### src/rtl/gp_cmd_fetch.sv
// Command-fetch controller: reads GP command words from memory into a small FIFO
// and streams them to the drawing engine until a stop word (opcode 8'h00) arrives.
module gp_cmd_fetch #(
  parameter int FIFO_DEPTH = 4,
  parameter int ADDR_W     = 30
) (
  input  logic              clk,
  input  logic              rst,
  input  logic              cfg_we,
  input  logic              cfg_sel,
  input  logic [31:0]       cfg_wdata,
  output logic              busy,
  output logic [31:0]       frame_base,
  output logic              mem_req,
  output logic [ADDR_W-1:0] mem_addr,
  input  logic              mem_gnt,
  input  logic              mem_rvalid,
  input  logic [31:0]       mem_rdata,
  output logic              cmd_valid,
  output logic [31:0]       cmd_data,
  input  logic              cmd_ready
);

  localparam int PTR_W = (FIFO_DEPTH > 1) ? $clog2(FIFO_DEPTH) : 1;
  localparam int CNT_W = PTR_W + 1;
  localparam logic [CNT_W-1:0] DEPTH_C = CNT_W'(FIFO_DEPTH);

  typedef enum logic [1:0] {
    IDLE  = 2'd0,
    REQ   = 2'd1,
    WAIT  = 2'd2,
    DRAIN = 2'd3
  } state_t;

  state_t            state;
  logic [ADDR_W-1:0] ptr;
  logic [31:0]       fifo_mem [FIFO_DEPTH];
  logic [PTR_W-1:0]  rd_ptr;
  logic [PTR_W-1:0]  wr_ptr;
  logic [CNT_W-1:0]  count;

  logic              is_stop;
  logic              push;
  logic              pop;
  logic [CNT_W-1:0]  count_next;
  logic [PTR_W-1:0]  rd_ptr_next;
  logic              space_next;
  logic              code_write;
  logic [ADDR_W-1:0] code_ptr;
  logic [ADDR_W-1:0] ptr_inc;

  // The byte offset of the code pointer is dropped; only word addresses are fetched.
  logic cfg_byte_offset_unused;
  assign cfg_byte_offset_unused = ^cfg_wdata[1:0];

  always_comb begin
    is_stop     = (mem_rdata[31:24] == 8'h00);
    push        = (state == WAIT) && mem_rvalid && !is_stop;
    pop         = cmd_valid && cmd_ready;
    count_next  = count + CNT_W'(push) - CNT_W'(pop);
    rd_ptr_next = rd_ptr + PTR_W'(pop);
    // With at most one read outstanding, and none outside WAIT, space is simply count < depth.
    space_next  = (count_next < DEPTH_C);
    code_write  = cfg_we && !cfg_sel && (cfg_wdata != 32'h0);
    code_ptr    = ADDR_W'(cfg_wdata[31:2]);
    ptr_inc     = ptr + ADDR_W'(1);
  end

  always_ff @(posedge clk) begin
    if (push) begin
      fifo_mem[wr_ptr] <= mem_rdata;
    end
  end

  always_ff @(posedge clk or negedge rst) begin
    if (!rst) begin
      state      <= IDLE;
      ptr        <= '0;
      busy       <= 1'b0;
      mem_req    <= 1'b0;
      mem_addr   <= '0;
      frame_base <= 32'h0;
      rd_ptr     <= '0;
      wr_ptr     <= '0;
      count      <= '0;
      cmd_valid  <= 1'b0;
      cmd_data   <= 32'h0;
    end else begin
      if (cfg_we && cfg_sel) begin
        frame_base <= cfg_wdata;
      end

      count  <= count_next;
      rd_ptr <= rd_ptr_next;
      if (push) begin
        wr_ptr <= wr_ptr + PTR_W'(1);
      end

      // The head register takes the incoming word directly when it lands in an empty slot.
      cmd_valid <= (count_next != '0);
      if (count_next == '0) begin
        cmd_data <= 32'h0;
      end else if (push && ((count - CNT_W'(pop)) == '0)) begin
        cmd_data <= mem_rdata;
      end else begin
        cmd_data <= fifo_mem[rd_ptr_next];
      end

      case (state)
        IDLE: begin
          mem_req <= 1'b0;
          if (code_write) begin
            ptr      <= code_ptr;
            mem_addr <= code_ptr;
            mem_req  <= space_next;
            busy     <= 1'b1;
            state    <= REQ;
          end
        end

        REQ: begin
          mem_addr <= ptr;
          if (mem_req && mem_gnt) begin
            mem_req <= 1'b0;
            state   <= WAIT;
          end else begin
            mem_req <= space_next;
          end
        end

        WAIT: begin
          mem_req <= 1'b0;
          if (mem_rvalid) begin
            if (is_stop) begin
              state <= DRAIN;
            end else begin
              ptr      <= ptr_inc;
              mem_addr <= ptr_inc;
              mem_req  <= space_next;
              state    <= REQ;
            end
          end
        end

        DRAIN: begin
          mem_req <= 1'b0;
          if (count == '0) begin
            busy  <= 1'b0;
            state <= IDLE;
          end
        end

        default: begin
          mem_req <= 1'b0;
          busy    <= 1'b0;
          state   <= IDLE;
        end
      endcase
    end
  end

endmodule

### config.mk
export PLATFORM = sky130hd
export DESIGN_NAME = gp_cmd_fetch
export DESIGN_NICKNAME = d
export VERILOG_FILES = /design/src/rtl/gp_cmd_fetch.sv
export SDC_FILE = /design/constraint.sdc
export NUM_CORES = 1
export LEC_CHECK = 0
export CAP_MARGIN = 20
export CORE_UTILIZATION = 40
export CTS_BUF_LIST = sky130_fd_sc_hd__clkbuf_8
export CTS_CLUSTER_SIZE = 10
export DETAILED_ROUTE_END_ITERATION = 16
export SKIP_CTS_REPAIR_TIMING = 1
export SYNTH_ARGS = -nofsm -noshare
export SYNTH_HDL_FRONTEND = slang
export SYNTH_SLANG_ARGS = --single-unit
### constraint.sdc
create_clock -name clk -period 3.43 [get_ports clk]
set_input_delay 0.343 -clock clk [delete_from_list [all_inputs] [get_ports clk]]
set_output_delay 0.343 -clock clk [all_outputs]
set_load 0.1 [all_outputs]
# Yosys cells after proc, flatten, opt, wreduce, memory -nomap -nowiden
# Memories as Yosys holds them, arrays and structs flattened.
# Index checks and enable logic that the tools add are counted.
dict set report op_classes {
  add_sub_neg 6
  n_lt_le_gt_ge 1
  n_eq_ne 8
  n_mux 23
  reduce_logical 24
}
# op count
set op_table {}
lappend op_table {{$mux 30} 3}
lappend op_table {{$pmux 30 s3} 1}
lappend op_table {{$mux 32} 2}
lappend op_table {{$pmux 30 s2} 1}
lappend op_table {{$reduce_bool 32->1} 1}
lappend op_table {{$add 30x1->30 const B} 1}
lappend op_table {{$reduce_and 4->1} 3}
lappend op_table {{$mux 2} 5}
lappend op_table {{$ne 2x2->1 const B} 5}
lappend op_table {{$logic_not 3->1} 3}
lappend op_table {{$logic_and 1x1->1} 8}
lappend op_table {{$logic_not 8->1} 1}
lappend op_table {{$mux 1} 8}
lappend op_table {{$pmux 2 s4} 1}
lappend op_table {{$reduce_bool 3->1} 2}
lappend op_table {{$sub 3x1->3} 2}
lappend op_table {{$eq 2x2->1 const B} 2}
lappend op_table {{$pmux 1 s4} 1}
lappend op_table {{$reduce_bool 2->1} 2}
lappend op_table {{$add 3x1->3} 1}
lappend op_table {{$lt 3x3->1 const B} 1}
lappend op_table {{$reduce_and 3->1} 1}
lappend op_table {{$add 2x1->2} 1}
lappend op_table {{$add 2x1->2 const B} 1}
lappend op_table {{4 further kinds} 5}
dict set report totals {
  register_bits 136
  ramBits 128
  inputBits 71
  out_inout_bits 97
  word_cells 74
  n_memories 1
}
# memory depth width rd rd_ports_with_merged_regs write_ports line
set memory_table {}
lappend memory_table {fifo_mem 4 32 1 0 1 37} ;# logic [31:0] fifo_mem [FIFO_DEPTH];

# Depth between registers and ports, before layout
# Gate-level depths: netlist of run 1.
dict set report depth {
  word_depth 9
  mapped_depth 17
  mapped_depth_nobuf 14
}

# Worst setup path after synthesis of run 1
# OpenSTA, ideal clock, no wires.
dict set report synth_path {
  path_kind {register to register}
  startpoint {register state[0]}
  endpoint {register cmd_data[10]}
  setup_ps 136
  t_arrival_ps 3404
  required_ps 3294
  path_slack_ps -111
  stages_incl_launch_ff 18
  path_buffers 3
  period_less_slack_ps 3541
  path_cell_list {dfrtp_1 inv_1 ha_1 buf_2 inv_2 a211oi_1 clkbuf_1 inv_1 ha_1 inv_1 ha_1 inv_1 fa_1 xnor2_1 xnor2_1 nor3_1 clkbuf_1 a21oi_1}
}
dict set report synth_via {
  elab_chain_len 7
  elab_cells_between_ends 9
  cone_classes {2 x add/sub; 1 x eq/ne; 2 x mux; 4 x reduce/logical}
}
# element line
set synth_rtl {}
lappend synth_rtl {{start, declared} 35} ;# state_t state;
lappend synth_rtl {{start signal, assigned} 77} ;# state <= IDLE;
lappend synth_rtl {{start signal, assigned} 117} ;# state <= REQ;
lappend synth_rtl {{start signal, assigned} 125} ;# state <= WAIT;
lappend synth_rtl {{$eq 2x2->1} 58} ;# push = (state == WAIT) && mem_rvalid && !is_stop;
lappend synth_rtl {{$logic_and 1x1->1 (2 in a row)} 58}
lappend synth_rtl {{$add 3x1->3} 60} ;# count_next = count + CNT_W'(push) - CNT_W'(pop);
lappend synth_rtl {{$sub 3x1->3} 60}
lappend synth_rtl {{named net count_next[2]} 45} ;# logic [CNT_W-1:0] count_next;
lappend synth_rtl {{$logic_not 3->1} 101} ;# if (count_next == '0) begin
lappend synth_rtl {{$mux 32} 101}
lappend synth_rtl {{end signal, assigned} 104} ;# cmd_data <= mem_rdata;
lappend synth_rtl {{end signal, assigned} 106} ;# cmd_data <= fifo_mem[rd_ptr_next];
lappend synth_rtl {{end, declared} 20} ;# output logic [31:0] cmd_data,
# The timed path passes the listed nets, and every way through them passes these cells.
# A chain may end at the register's enable or synchronous reset.

# Final worst setup path of run 1
dict set report layout_path {
  startpoint {register state[0]}
  endpoint {register cmd_data[5]}
}
# The elaborated chain is that of the path after synthesis.

==> metrics.yaml, run 1 <==
final_layout:
  final_layout_size_suffix_gt1_share_pct: 16.8
  antennaDiodeCount: 0
  nets: 1269
  area_growth_pct: 26.2
  n_fill_cell: 2610
  finish.utilization_pct: 51.6
timing:
  tightest_slew_ns: 1.08
  hold_violations: 0
  setup_viol: 0
  slew_headroom_pct: 27.7
  slew_violations: 0
  fmax_mhz: 326
  rsz0062_at_grt: "false"
  period_share_pct: 89.3
  min_period_ns: 3.06
  skew_ns: 0.0293
drt:
  drtIter0Drc: 881
  wirelength_um: 34700
  drc: 0
  route.detailed.wl_per_inst_um: 21.6
  vias: 9243
  viasPerCell: 5.75
  ant_nets: 0
  drt_first_pass_iters: 5
critical_path:
  crit_top_cell: "inv_1"
  max_stage_delay_ns: 0.40
  crit_required_ns: 3.90
  path_class: "flip-flop to flip-flop"
  setup.worst_path.end_class: "flip-flop"
  crit_chain: "inv_1, ha_2, inv_2, a211oi_1, inv_1, ha_1, inv_1, ha_1, inv_1, fa_1, xnor2_1, xnor2_1, nor3_4, buf_12, a21oi_1"
  reg2reg_slack_ns: 0.37
  worstPathArrival_ns: 3.53
  start_kind: "flip-flop"
  critPathSlowestCell: "dfrtp_1"
  worstPathMaxFanout: 33
placed_design:
  dp_hpwl_um: 22800
  portBuffers: 167
  place_congestion: 0.883
clocking:
  cts_made_buffers: 45
  clk_path_buf_depth: 3
  path_clk_slew_ns: 0.06
  cts_htree_levels: 2
  insertion_delay_ns: 0.57
  cts_tree: "built"
  cts_sinks: 264
  cts-root-buf: "clkbuf_8"
floorplanning:
  start_util_pct: 40.9
  fp-row-count: 63
  ios: 168
  die_x_um: 176
  core_area_um2: 29800
  fp.dieH_um: 176
  die_area_um2: 31100
hold_path:
  hold_class: "primary input to async pin"
synthesis:
  synthCells: 989
  async_flop_share_pct: 51.5
  syn_nets: 1074
  synth_cell_type_count: 73
  syn_area_um2: 12200
  ys_ff_latch: 264
  synth-seq-area-share_pct: 59.5
  syn-mean-instance-area_um2: 12.3
  synthTopCellsByArea: "edfxtp_1 32%, dfrtp_1 28%, mux4_2 5.9%, mux2_2 4.4%, nand2_1 3.5%"
  synth_area_leader_cell: "edfxtp_1"
  yosysWarningCount: 0
  yosys_most_used_dff: "dfrtp_1"
  synth-edff-count: 128
  yosys.area.top_type_share_pct: 31.6
outcome:
  outcome: "complete, no violations"
grt:
  grt.total_usage_pct: 22.8
  grt_pass1_vias: 9255
  grt_start_max_net_pins: 77
  grt_pass1_wl_um: 54000
  antenna_found_initial: 0
  grt_overflow_total: 0
job:
  drv_cap: 0
[cell usage after synthesis (21+ instances only)]
master and n:
nor2_1 51, mux4_2 32, nor3_1 33, dfrtp_1 136, nor4_1 26, clkbuf_1 47
a21oi_1 60, nand3_1 22, edfxtp_1 128, inv_1 23, mux2_2 48, nand2_1 115
o21ai_0 21
[area by class of cell]
class,instances,area (um^2),area share [%]
Clock buffer,47,647,4.21
Clock inverter,33,171,1.12
Inverter,24,90.1,0.586
Multi-Input combinational cell,626,4570,29.7
Sequential cell,264,7250,47.1
Tap cell,390,488,3.17
Timing Repair Buffer,223,2160,14.0
[cell usage in the layout, fill, tap and decap left out, types with 22 or more instances in the layout]
cell               n
clkdlybuf4s50_1  166
dfrtp_1          136
edfxtp_1         128
nand2_1          115
a21oi_1           60
nor2_1            51
buf_4             50
mux2_2            48
clkbuf_8          47
inv_1             44
nor3_1            32
mux4_2            32
nor4_1            26
nand3_1           22
[metal layers]
layer | global-route usage [%] | routed length [um]
met1 | 31.3 | 15000
met3 | 6.01 | 2860
met2 | 34.3 | 15600
met5 | 0 | 0
met4 | 8.94 | 1220
[path summary, 6_finish.rpt]
| check | from | end | depth (start not counted) |
|---|---|---|---|
| worst max-delay path | state[0] | cmd_data[5] | 15 |
| worst min-delay path | rst | cmd_data[16] | 2 |
| worst max register to register | state[0] | cmd_data[5] | 15 |
| worst min register to register | frame_base[14] | frame_base[14] | 2 |
| max in group asynchronous | rst | cmd_data[5] | 4 |
| min in group clk | mem_rdata[0] | cmd_data[0] | 3 |
[kinds of logic after synthesis]
group | share of synthesized area (%)
adder cells (fa/ha/maj) | 1.50
XOR/XNOR | 0.504
flip-flops | 59.5
buffers and inverters | 3.30
multiplexers | 10.9
AO/OA/AOI/OAI | 11.5
AND/OR/NAND/NOR | 12.8
[critical path, delay by kind of cell (launching register included)]
| kind | cells | cell delay (ns) |
|---|---|---|
| xor+xnor | 2 | 0.45 |
| fa+ha+maj | 4 | 1.01 |
| simple gates | 1 | 0.07 |
| buf+inv | 6 | 0.56 |
| flops | 1 | 0.40 |
| compound gates | 2 | 0.44 |
[flip-flops by register name (all words and copies together), names as in the netlist]
register	count
count	3
wr_ptr	2
ptr	30
busy	1
mem_addr	30
cmd_data	32
cmd_valid	1
frame_base	32
state	2
mem_req	1
rd_ptr	2
fifo_mem	128
[per-stage QoR]
| stage | hold WS [ns] | std cells | TNS, ns | setup WS [ns] | area [um^2] |
|---|---|---|---|---|---|
| 6_report | 0.366 | 1607 | 0 | 0.367 | 15400 |
| 5_1_grt | 0.443 | 1607 | 0 | 0.118 | 15400 |
| 4_1_cts | -0.176 | 1606 | 0 | 0.371 | 15400 |
| 3_5_place_dp | 0.425 | 1526 | -1.17 | -0.0490 | 14500 |
| 3_3_place_gp | 0.433 | 1526 | 0 | 0.0918 | 14500 |
| 2_1_floorplan | 0.0474 | 989 | 0 | 0.0150 | 12200 |
Power of run 1 is not shown: default switching activity piles up to over one toggle a cycle in this logic, so the estimate is an artifact.
==> inputs of run 2 (changes only) <==
Settings changed: PLACE_DENSITY_LB_ADDON from default to 0.2.
==> run 2 against run 1 <==
Setup slack better by 0.056 ns. Clock skew is 0.0071 ns lower. Global-route usage is 0.64 points lower. Final area is 0.54% higher. Register-to-register slack better by 0.06 ns. Worst hold slack better by 0.042 ns. Die area stayed put. Cell count is 0.19% lower. Core utilization is 0.28 points higher. First-iteration DRC count is 12% lower. Critical path depth stayed put. Wire length is 2.3% lower. Critical path type unchanged.
==> metrics.yaml, run 2 (same netlist as run 1, synthesis figures left out) <==
grt:
  antenna_found_initial: 0  # unchanged
  grt_pass1_vias: 9275  # +0.22%
  grt_start_max_net_pins: 87  # +13%
  grt_pass1_wl_um: 52900  # -2.0%
  grt_overflow_total: 0  # unchanged
  grt.total_usage_pct: 22.1  # -0.64 points
critical_path:
  worstPathMaxFanout: 18  # -45%
  setup.worst_path.end_class: "flip-flop"
  worstReg2RegEnd: "cmd_data[5]"
  regToRegStartpoint: "state[0]"
  reg2reg_slack_ns: 0.42  # +0.06 ns
  crit_required_ns: 3.88  # -0.02 ns
  r2r_cells: 15  # unchanged
  path_class: "flip-flop to flip-flop"
  worstPathArrival_ns: 3.46  # -0.07 ns
  start_kind: "flip-flop"
floorplanning:
  core_area_um2: 29800  # unchanged
  fp-row-count: 63  # unchanged
  die_area_um2: 31100  # unchanged
  ios: 168  # unchanged
  start_util_pct: 40.9  # unchanged
  fp.dieH_um: 176  # unchanged
  die_x_um: 176  # unchanged
timing:
  slew_violations: 0  # unchanged
  hold_violations: 0  # unchanged
  min_period_ns: 3.01  # -0.0557 ns
  skew_ns: 0.0223  # -0.00705 ns
  tns_ns: 0  # unchanged
  fmax_mhz: 332  # +1.9%
  setup_viol: 0  # unchanged
  tightest_slew_ns: 1.09  # +0.0106 ns
  period_share_pct: 87.7  # -1.6 points
  rsz0062_at_grt: "false"
  slew_headroom_pct: 27.0  # -0.71 points
final_layout:
  largest_reg_flops: 128  # unchanged
  layout_common_cells: "166 x clkdlybuf4s50_1, 136 x dfrtp_1, 128 x edfxtp_1"
  nets: 1263  # -0.47%
  final_layout_size_suffix_gt1_share_pct: 17.5  # +0.62 points
  top_regs: "fifo_mem: 128 flops, cmd_data: 32 flops, frame_base: 32 flops"
  area_growth_pct: 26.9
  largest-register: "fifo_mem"
  layout_commonest_cell: "clkdlybuf4s50_1"
  antennaDiodeCount: 0  # unchanged
clocking:
  path_clk_slew_ns: 0.06  # about the same
  cts_htree_levels: 2  # unchanged
  cts_made_buffers: 46  # +2.2%
  cts_sinks: 264  # unchanged
  cts_tree: "built"
  cts-root-buf: "clkbuf_8"
  insertion_delay_ns: 0.58  # about the same
  clk_path_buf_depth: 3  # unchanged
drt:
  ant_nets: 0  # unchanged
  drtIter0Drc: 779  # -12%
  vias: 9108  # -1.5%
  drt_first_pass_iters: 5  # unchanged
  viasPerCell: 5.68  # -1.3%
  drc: 0  # unchanged
  route.detailed.wl_per_inst_um: 21.1  # -2.1%
  wirelength_um: 33900  # -2.3%
job:
  drv_cap: 0  # unchanged
hold_path:
  hold_class: "primary input to async pin"
placed_design:
  place_congestion: 0.876  # -0.78%
  portBuffers: 167  # unchanged
  dp_hpwl_um: 21800  # -4.5%
outcome:
  outcome: "complete, no violations"
==> run 2: cell count changes in the layout (fill, tap and decap cells not counted), moves of 2 or more <==
cell	before	now
and2_1	6	3
buf_4	50	42
inv_1	44	37
and2_2	1	4
clkbuf_8	47	56
inv_12	0	2
==> run 2: layout make-up <==
type | instances | area, um^2
fillers | 2611 | 14300
flip-flops and latches | 264 | 7250
multi-input cells | 626 | 4570
repair buffers | 216 | 2120
clock buffers | 56 | 771
well taps | 390 | 488
clock inverters | 28 | 166
inverters | 24 | 90.1
==> run 2: through the flow <==
stage	instances	cell area [um^2]	worst slack [ns]	utilization, %	hold slack, ns
floorplan	989	12200	0.0150	-	0.0474
global placement	1519	14500	-0.0517	48.7	0.475
detailed placement	1519	14500	-0.0623	48.7	0.478
CTS	1603	15400	0.412	51.8	-0.123
global route	1604	15500	0.206	51.9	0.413
finish	1604	15500	0.422	51.9	0.408
==> run 2: routing by layer <==
metal	track usage [%]	up-vias	share of wire (%)
li1	-	4143	-
met1	30.7	4530	43
met2	34.3	371	46
met3	5.38	64	8.8
met4	6.57	0	2.2
met5	0	-	0
==> run 2: worst max path at each step <==
| stage | depth (start not counted) | endpoint | slack [ns] | from |
|---|---|---|---|---|
| after floorplan | 17 | cmd_data[10] | 0.01 | state[0] |
| after global placement | 15 | cmd_data[5] | -0.05 | mem_rdata[26] |
| after detailed placement | 15 | cmd_data[5] | -0.06 | mem_rdata[26] |
| after CTS | 15 | cmd_data[5] | 0.41 | state[0] |
| after global routing | 15 | cmd_data[5] | 0.21 | state[0] |
| final | 15 | cmd_data[5] | 0.42 | state[0] |
==> run 2: critical path, cell delays in order (launching register included) <==
cell and delay (ns):
dfrtp_1 0.39, inv_1 0.13, ha_2 0.20, inv_2 0.04, a211oi_1 0.28, inv_1 0.09
ha_1 0.29, inv_1 0.05, ha_1 0.12, inv_1 0.05, fa_1 0.38, xnor2_1 0.15
xnor2_1 0.17, nor3_4 0.25, buf_12 0.20, a21oi_1 0.06
Power of run 2 is left out for the same reason.
==> inputs of run 3 (changes only) <==
Settings changed: CELL_PAD_IN_SITES_DETAIL_PLACEMENT from default to 1, CELL_PAD_IN_SITES_GLOBAL_PLACEMENT from default to 1.
==> run 3 against run 2 <==
Clock skew shrank 0.0016 ns. Wire length grew 8.2%. Count of clock-buffer cells in the layout shrank 7. Fmax shrank 0.32%. Critical path type unchanged. Critical endpoint is now cmd_data[25].
==> metrics.yaml, run 3 (same netlist as run 1, synthesis figures left out) <==
outcome:
  outcome: "complete, no violations"
floorplanning:
  fp-row-count: 63  # unchanged
  die_area_um2: 31100  # unchanged
  core_area_um2: 29800  # unchanged
  ios: 168  # unchanged
  fp.dieH_um: 176  # unchanged
  die_x_um: 176  # unchanged
  start_util_pct: 40.9  # unchanged
final_layout:
  largest_reg_flops: 128  # unchanged
  layout_commonest_cell: "clkdlybuf4s50_1"
  top_regs: "fifo_mem: 128 flops, cmd_data: 32 flops, frame_base: 32 flops"
  largest-register: "fifo_mem"
  stdcell_area_um2: 15400  # about the same
  final_layout_size_suffix_gt1_share_pct: 17.6  # +0.092 points
  stdcell_count: 1609  # +0.31%
  layout_common_cells: "166 x clkdlybuf4s50_1, 136 x dfrtp_1, 128 x edfxtp_1"
  nets: 1270  # +0.55%
  antennaDiodeCount: 0  # unchanged
  area_growth_pct: 26.9  # about the same
  n_fill_cell: 3107  # +19%
grt:
  grt_start_max_net_pins: 76  # -13%
  grt.total_usage_pct: 24.3  # +2.2 points
  grt_pass1_wl_um: 57200  # +8.1%
  antenna_found_initial: 0  # unchanged
  grt_pass1_vias: 9820  # +5.9%
  grt_overflow_total: 0  # unchanged
critical_path:
  reg2reg_slack_ns: 0.41  # about the same
  r2r_cells: 15  # unchanged
  path_class: "flip-flop to flip-flop"
  crit_required_ns: 3.92  # +0.04 ns
  max_stage_delay_ns: 0.40  # about the same
  crit_top_cell: "inv_1"
  setup.worst_path.end_class: "flip-flop"
  endpoint: "cmd_data[25]"
  start_kind: "flip-flop"
  path_depth: 15  # unchanged
  crit_chain: "inv_1, ha_2, inv_2, a211oi_1, inv_1, ha_1, inv_1, ha_1, inv_1, fa_1, xnor2_1, xnor2_1, nor3_4, buf_12, a21oi_1"
  critPathSlowestCell: "dfrtp_1"
  cp-startpoint: "state[0]"
  worstPathMaxFanout: 15  # -3
  path_delay_family: "adder cells"
  crit_buf_inv: 6  # unchanged
  worstPathArrival_ns: 3.51  # +0.05 ns
  worstReg2RegEnd: "cmd_data[25]"
  regToRegStartpoint: "state[0]"
drt:
  drc: 0  # unchanged
  drtIter0Drc: 650  # -17%
  vias: 9277  # +1.9%
  route.detailed.wl_per_inst_um: 22.8  # +7.9%
  wirelength_um: 36700  # +8.2%
  viasPerCell: 5.77  # +1.5%
  ant_nets: 0  # unchanged
  drt_first_pass_iters: 5  # unchanged
timing:
  slew_violations: 0  # unchanged
  rsz0062_at_grt: "false"
  fin_ws_ns: 0.413  # -0.00969 ns
  hold_violations: 0  # unchanged
  setup_viol: 0  # unchanged
  period_share_pct: 88.0  # +0.28 points
  fmax_mhz: 331  # -0.32%
  min_period_ns: 3.02  # +0.00969 ns
  tightest_slew_ns: 1.05  # -0.0395 ns
  skew_ns: 0.0207  # -0.00155 ns
  tns_ns: 0  # unchanged
  slew_headroom_pct: 29.6  # +2.6 points
clocking:
  clk_path_buf_depth: 3  # unchanged
  cts-root-buf: "clkbuf_8"
  cts_tree: "built"
  cts_htree_levels: 2  # unchanged
  cts_made_buffers: 45  # -2.2%
  insertion_delay_ns: 0.58  # about the same
  path_clk_slew_ns: 0.06  # about the same
  cts_sinks: 264  # unchanged
hold_path:
  hold_class: "primary input to async pin"
placed_design:
  dp.cells: 1527  # +0.53%
  place_ws_ns: -0.0576  # +0.00474 ns
  place_congestion: 0.842  # -3.9%
  dp_hpwl_um: 24300  # +11%
  dpl_cell_area_um2: 14600  # +0.54%
  portBuffers: 167  # unchanged
job:
  drv_cap: 0  # unchanged
run 3: how the worst min path moves through the flow:
stage,endpoint,cells after the start
final,cmd_data[12],2
after global routing,fifo_mem[1][12],1
after CTS,cmd_data[12],1
after detailed placement,cmd_data[12],1
after global placement,cmd_data[12],1
after floorplan,busy,0
run 3: layer usage:
layer	GRT usage, %	share of wire (%)
met1	33.1	44
met2	38.3	46
met3	5.64	7.5
met4	7.69	2.3
met5	0	0
run 3: layout make-up:
type                       instances  area (um^2)  share of cell area [%]
tap                              390          488                    3.16
inverter                          24         90.1                   0.583
clock inverter                    32          176                    1.14
sequential                       264         7250                    46.9
timing repair buffer             224         2200                    14.3
multi-input combinational        626         4570                    29.6
clock buffer                      49          674                    4.37
run 3: worst register-to-register path, cell delays in order, from the launching register on:
cell and delay, ns:
dfrtp_1 0.40, inv_1 0.15, ha_2 0.21, inv_2 0.04, a211oi_1 0.28, inv_1 0.08, ha_1 0.29, inv_1 0.05
ha_1 0.13, inv_1 0.05, fa_1 0.38, xnor2_1 0.15, xnor2_1 0.34, nor3_4 0.10, buf_12 0.17, a21oi_1 0.15
run 3: stage by stage:
step	utilization (%)	hold slack (ns)
after global routing	51.8	0.411
final	51.8	0.382
after detailed placement	49.0	0.449
after CTS	51.8	-0.164
after global placement	49.0	0.456
after floorplan	-	0.0474
Power of run 3 is left out for the same reason.
